<file path="config.mk">
export PLATFORM = sky130hd
export DESIGN_NAME = hs_npu_layer_sequencer
export DESIGN_NICKNAME = d
export VERILOG_FILES = /design/src/rtl/hs_npu_layer_sequencer.sv
export SDC_FILE = /design/constraint.sdc
export NUM_CORES = 1
export LEC_CHECK = 0
export CAP_MARGIN = 20
export CORE_MARGIN = 2
export CORE_UTILIZATION = 40
export CTS_CLUSTER_SIZE = 8
export DETAILED_ROUTE_END_ITERATION = 12
export DONT_BUFFER_PORTS = 1
export PLACE_DENSITY = 0.65
export SETUP_SLACK_MARGIN = 0.02
export SLEW_MARGIN = 20
export SYNTH_ARGS = -nofsm -noshare
export SYNTH_HDL_FRONTEND = slang
export SYNTH_SLANG_ARGS = --single-unit
</file>
<file path="constraint.sdc">
create_clock -name clk -period 7.07 [get_ports clk]
set_input_delay 1.414 -clock clk [delete_from_list [all_inputs] [get_ports clk]]
set_output_delay 1.414 -clock clk [all_outputs]
set_load 0.05 [all_outputs]
</file>
<file path="src/rtl/hs_npu_layer_sequencer.sv">
`default_nettype none
// ============================================================================
//  Module   : hs_npu_layer_sequencer
//  Purpose  : Walks a list of 8-word layer descriptors in memory. For each
//             layer it fetches the descriptor over the shared read port,
//             presents the decoded configuration to the ordering unit through
//             a valid/ready exec handshake, and waits for that unit's
//             layer-complete pulse before moving on to the next descriptor.
//  Ports    : clk/rst_n          - clock, asynchronous active-low reset
//             start_i/abort_i    - run control
//             desc_base_i        - byte address of the first descriptor
//             layer_count_i      - number of layers requested
//             busy_o/done_o      - run status
//             layers_done_o      - layers finished in the current run
//             mem_*/request_address/memory_data_in - descriptor read port
//             exec_valid_o/exec_ready_i/finished_i - ordering-unit handshake
//             *_o config fields  - decoded descriptor contents
//             perf_cycles_o      - run cycle count (optional)
//  Options  : HS_NPU_SEQ_PERF_EN - when defined, enables the saturating run
//             cycle counter; when undefined, perf_cycles_o is tied to 0.
//  Revision : 1.0 - initial release
// ============================================================================
module hs_npu_layer_sequencer #(
    parameter int BURST_SIZE = 2,
    parameter int MAX_LAYERS = 255
) (
    input  logic                      clk,
    input  logic                      rst_n,
    input  logic                      start_i,
    input  logic                      abort_i,
    input  logic [31:0]               desc_base_i,
    input  logic [31:0]               layer_count_i,
    output logic                      busy_o,
    output logic                      done_o,
    output logic [31:0]               layers_done_o,
    output logic                      mem_owner_o,
    input  logic                      mem_valid_i,
    output logic                      mem_read_ready_o,
    output logic [31:0]               request_address,
    input  logic [32*BURST_SIZE-1:0]  memory_data_in,
    output logic                      exec_valid_o,
    input  logic                      exec_ready_i,
    input  logic                      finished_i,
    output logic [31:0]               num_input_rows_o,
    output logic [31:0]               num_input_columns_o,
    output logic [31:0]               num_weight_rows_o,
    output logic [31:0]               num_weight_columns_o,
    output logic [31:0]               shift_amount_o,
    output logic [31:0]               base_address_o,
    output logic [31:0]               result_address_o,
    output logic                      reuse_inputs_o,
    output logic                      reuse_weights_o,
    output logic                      save_outputs_o,
    output logic                      use_bias_o,
    output logic                      use_sum_o,
    output logic                      activation_select_o,
    output logic [31:0]               perf_cycles_o
);

    localparam int          NUM_BEATS  = 8 / BURST_SIZE;
    localparam logic [3:0]  LAST_BEAT  = 4'(NUM_BEATS - 1);
    localparam logic [31:0] BEAT_BYTES = 32'(4 * BURST_SIZE);
    localparam logic [31:0] LAYER_CAP  = 32'(MAX_LAYERS);
    localparam logic [31:0] DESC_BYTES = 32'd32;

    typedef enum logic [2:0] {
        S_IDLE  = 3'd0,
        S_FETCH = 3'd1,
        S_ISSUE = 3'd2,
        S_WAIT  = 3'd3,
        S_DONE  = 3'd4
    } state_t;

    state_t      r_state;
    state_t      w_next;
    logic [31:0] r_desc_ptr;
    logic [31:0] r_remaining;
    logic [31:0] r_layers_done;
    logic [3:0]  r_beat;
    logic [31:0] r_desc [0:7];

    logic [31:0] w_clamped;
    logic        w_start;
    logic        w_capture;
    logic        w_last_beat;
    logic        w_layer_end;
    logic        w_list_end;

    assign w_clamped   = (layer_count_i > LAYER_CAP) ? LAYER_CAP : layer_count_i;
    assign w_start     = (r_state == S_IDLE) && start_i;
    // Abort outranks every other event in the same cycle, so no beat is
    // captured and no layer is retired while leaving.
    assign w_capture   = (r_state == S_FETCH) && mem_valid_i && !abort_i;
    assign w_last_beat = w_capture && (r_beat == LAST_BEAT);
    assign w_layer_end = (r_state == S_WAIT) && finished_i && !abort_i;
    // r_remaining still holds the pre-decrement count here, so 1 means this
    // finishing layer is the final one.
    assign w_list_end  = r_desc[4][6] || (r_remaining == 32'd1);

    // ------------------------------------------------------------------------
    // State register and next-state logic
    // ------------------------------------------------------------------------
    always_ff @(posedge clk or negedge rst_n) begin
        if (!rst_n) begin
            r_state <= S_IDLE;
        end else begin
            r_state <= w_next;
        end
    end

    always_comb begin
        w_next = r_state;
        if (abort_i && (r_state != S_IDLE)) begin
            w_next = S_IDLE;
        end else begin
            case (r_state)
                S_IDLE:  if (start_i)      w_next = (w_clamped == 32'd0) ? S_DONE : S_FETCH;
                S_FETCH: if (w_last_beat)  w_next = S_ISSUE;
                S_ISSUE: if (exec_ready_i) w_next = S_WAIT;
                S_WAIT:  if (finished_i)   w_next = w_list_end ? S_DONE : S_FETCH;
                S_DONE:                    w_next = S_IDLE;
                default:                   w_next = S_IDLE;
            endcase
        end
    end

    // ------------------------------------------------------------------------
    // Run bookkeeping and descriptor capture
    // ------------------------------------------------------------------------
    always_ff @(posedge clk or negedge rst_n) begin
        if (!rst_n) begin
            r_desc_ptr    <= '0;
            r_remaining   <= '0;
            r_layers_done <= '0;
            r_beat        <= '0;
            for (int j = 0; j < 8; j++) begin
                r_desc[j] <= '0;
            end
        end else begin
            if (w_start) begin
                r_desc_ptr    <= desc_base_i;
                r_remaining   <= w_clamped;
                r_layers_done <= '0;
                r_beat        <= '0;
            end
            if (w_capture) begin
                // Word j of the descriptor arrives in beat j/BURST_SIZE at
                // lane j%BURST_SIZE.
                for (int j = 0; j < 8; j++) begin
                    if (4'(j / BURST_SIZE) == r_beat) begin
                        r_desc[j] <= memory_data_in[(j % BURST_SIZE)*32 +: 32];
                    end
                end
                r_beat <= w_last_beat ? 4'd0 : (r_beat + 4'd1);
            end
            if (w_layer_end) begin
                r_layers_done <= r_layers_done + 32'd1;
                r_remaining   <= r_remaining - 32'd1;
                r_desc_ptr    <= r_desc_ptr + DESC_BYTES;
            end
        end
    end

    // ------------------------------------------------------------------------
    // Optional run cycle counter: covers the accepting IDLE cycle plus every
    // non-IDLE cycle of the run, and holds while idle.
    // ------------------------------------------------------------------------
`ifdef HS_NPU_SEQ_PERF_EN
    logic [31:0] r_perf;

    always_ff @(posedge clk or negedge rst_n) begin
        if (!rst_n) begin
            r_perf <= '0;
        end else if (w_start) begin
            r_perf <= 32'd1;
        end else if ((r_state != S_IDLE) && (r_perf != 32'hFFFF_FFFF)) begin
            r_perf <= r_perf + 32'd1;
        end
    end

    assign perf_cycles_o = r_perf;
`else
    assign perf_cycles_o = '0;
`endif

    // ------------------------------------------------------------------------
    // Outputs: all derived from state and registers
    // ------------------------------------------------------------------------
    assign busy_o           = (r_state != S_IDLE);
    assign done_o           = (r_state == S_DONE);
    assign layers_done_o    = r_layers_done;
    assign mem_owner_o      = (r_state == S_FETCH);
    assign mem_read_ready_o = (r_state == S_FETCH);
    assign exec_valid_o     = (r_state == S_ISSUE);
    assign request_address  = r_desc_ptr + ({28'd0, r_beat} * BEAT_BYTES);

    assign num_input_rows_o     = r_desc[0];
    assign num_input_columns_o  = r_desc[1];
    assign num_weight_rows_o    = r_desc[2];
    assign num_weight_columns_o = r_desc[3];
    assign reuse_inputs_o       = r_desc[4][0];
    assign reuse_weights_o      = r_desc[4][1];
    assign save_outputs_o       = r_desc[4][2];
    assign use_bias_o           = r_desc[4][3];
    assign use_sum_o            = r_desc[4][4];
    assign activation_select_o  = r_desc[4][5];
    assign shift_amount_o       = r_desc[5];
    assign base_address_o       = r_desc[6];
    assign result_address_o     = r_desc[7];

endmodule
`default_nettype wire

</file>
==> out/qor.yml <==
die:
  fp-row-count: 75
  die_x_um: 210
  start_util: 0.405
  io_pins: 466
  core_area_um2: 41900
  die_y_um: 210
  dieArea_um2: 44100
placed_design:
  dp_slack_ps: 2740
  dpl_cell_area_um2: 15600
  io_buffers: 0
  gp_congestion: 0.829
  dp.final_hpwl_um: 26700
routing:
  wirelength_um: 39000
  num_vias: 9826
  avgViaCountPerCell: 5.56
  drt-initial-drc-count: 605
  drcViolationCount: 0
  drtPass1Iterations: 5
  post_drt_wl_per_cell_um: 22.1
  final_antenna_net_count: 0
final_layout:
  layout_commonest_cell: "dfrtp_1"
  antenna-diode-count: 0
  regArea_um2: 8360
  multi_input_area_um2: 6370
  syn2layout_area_growth_pct: -0.435
  final_nets: 1372
  layout_common_cells: "dfrtp_1, mux2_2, nand2_1, clkbuf_16, nor2_1"
  fillerInstances: 3913
  final_area_um2: 16900
  drive_gt1_frac: 0.267
synth:
  synthArstFlopShare: 1.00
  synth_cell_types: 75
  synth_area_leaders: "dfrtp_1, mux2_2, buf_4"
  synth_top_area_share: 0.493
  ys_ff_latch: 334
  seq_area_frac_synth: 0.493
  yosys_most_used_dff: "dfrtp_1"
  synth_warnings: 0
  synth_area_leader_cell: "dfrtp_1"
  syn_area_um2: 17000
  avgSynthCellArea_um2: 11.7
  syn_inst: 1445
  synth_edf_count: 0
clocking:
  cts_tree: "built"
  post_cts_resized: 0
  clk_latency_ps: 560
  h-tree-depth: 2
  cts_made_buffers: 48
  cts.sinks: 334
  cts_hold_buf: 0
  root_buffer: "clkbuf_16"
  cts_setup_buffers: 0
  clk_pin_slew_ps: 50
  clk_path_buf_depth: 3
worst_setup_path:
  critPathMaxStageDelay_ps: 820
  end_kind: "output port"
  crit_slowest_cell: "xor2_1"
  critPathMaxFanout: 8
  crit_required_ps: 5660
  critical_path_class: "reg -> out"
  arrival_ps: 3490
  worstPathCellList: "ha_1 > inv_1 > fa_1 > nor2b_1 > o311ai_2 > nor4_1 > xor2_1"
  start_kind: "flip-flop"
  rrSetupSlack_ps: 4070
  critical-path-top-delay-family: "XOR/XNOR gates"
  crit_buf_inv: 1
global_routing:
  grt_pass1_vias: 10000
  grt_usage: 0.172
  grt-ovfl-total: 0
  antenna_found_initial: 0
  grt_max_degree: 335
  grt_first_pass_wirelength_um: 59600
power:
  p_per_area_nw_per_um2: 480
  p_leak_uw: 0.00769
  ir_drop_mv: 0.195
timing:
  tns_ps: 0
  fin_ws_ps: 2170
  worst_pin_slew_ps: 1160
  drv_slew: 0
  hold_viol_final: 0
  setup_violations: 0
  layout_min_cycle_time_ps: 4900
  rsz0062_at_grt: "false"
  finClkSkew_ps: 24.1
  max_freq_ghz: 0.204
  relSlewSlack: 0.224
  period_share: 0.693
outcome:
  outcome: "finished clean"
job:
  maxCapViolations: 0
hold_path:
  worstHoldPathType: "reg -> reg"
## synth_stat cells, types with 17 or more instances
library cell and count:
nor3_1 19, nand2_1 115, buf_4 262, nand4_1 30, buf_6 17, o21ai_0 32, mux2i_1 23, buf_2 19
nand3_1 39, nor2_1 43, nor4_1 18, dfrtp_1 334, o211ai_1 25, mux2_2 215
## report_power, final
group / internal (uW) / switching (uW)
clock network: 1280 / 779
logic: 537 / 561
registers: 2470 / 2470
## stage by stage
stage	hold slack, ps	power [uW]	instances	util
after floorplan	441	6530	1476	-
after global placement	459	6040	1713	0.372
after detailed placement	475	6090	1713	0.372
after global routing	501	8400	1768	0.403
final	480	8100	1768	0.403
after CTS	483	8180	1768	0.403
## registers in the layout, indices dropped and copies added (netlist names), 32 cells and up
register / count
base_address_o: 32
layers_done_o: 32
num_input_columns_o: 32
num_input_rows_o: 32
num_weight_columns_o: 32
num_weight_rows_o: 32
r_desc_ptr: 32
r_remaining: 32
result_address_o: 32
shift_amount_o: 32
## routing by layer
layer,track usage,wire [um]
met1,0.198,14800
met2,0.298,19500
met3,0.0603,3690
met4,0.0589,998
met5,0,0
## kinds of logic after synthesis
logic type      after synthesis  share of synthesized area
compound gates              152                     0.0639
xor+xnor                     31                     0.0160
fa+ha+maj                    13                     0.0100
buf+inv                     330                      0.140
flops                       334                      0.493
mux                         255                      0.170
other cells                   1                   0.000221
simple gates                329                      0.107
## final cells by class
type | instances | area share
clock buffers | 52 | 0.0751
clock inverters | 3 | 0.00282
inverters | 12 | 0.00267
multi-input cells | 812 | 0.377
flip-flops and latches | 334 | 0.495
well taps | 539 | 0.0399
repair buffers | 16 | 0.00756
## worst paths after layout
kind / endpoint / cells past startpoint / startpoint
min in group asynchronous: base_address_o[27] / 0 / rst_n
max in group asynchronous: num_weight_columns_o[9] / 0 / rst_n
min reg2reg: r_remaining[31] / 1 / r_remaining[31]
max reg2reg: r_remaining[22] / 6 / r_state[0]
min: r_remaining[31] / 1 / r_remaining[31]
max: request_address[21] / 7 / r_beat[0]
Note: power is estimated with default switching activity, not from simulation.
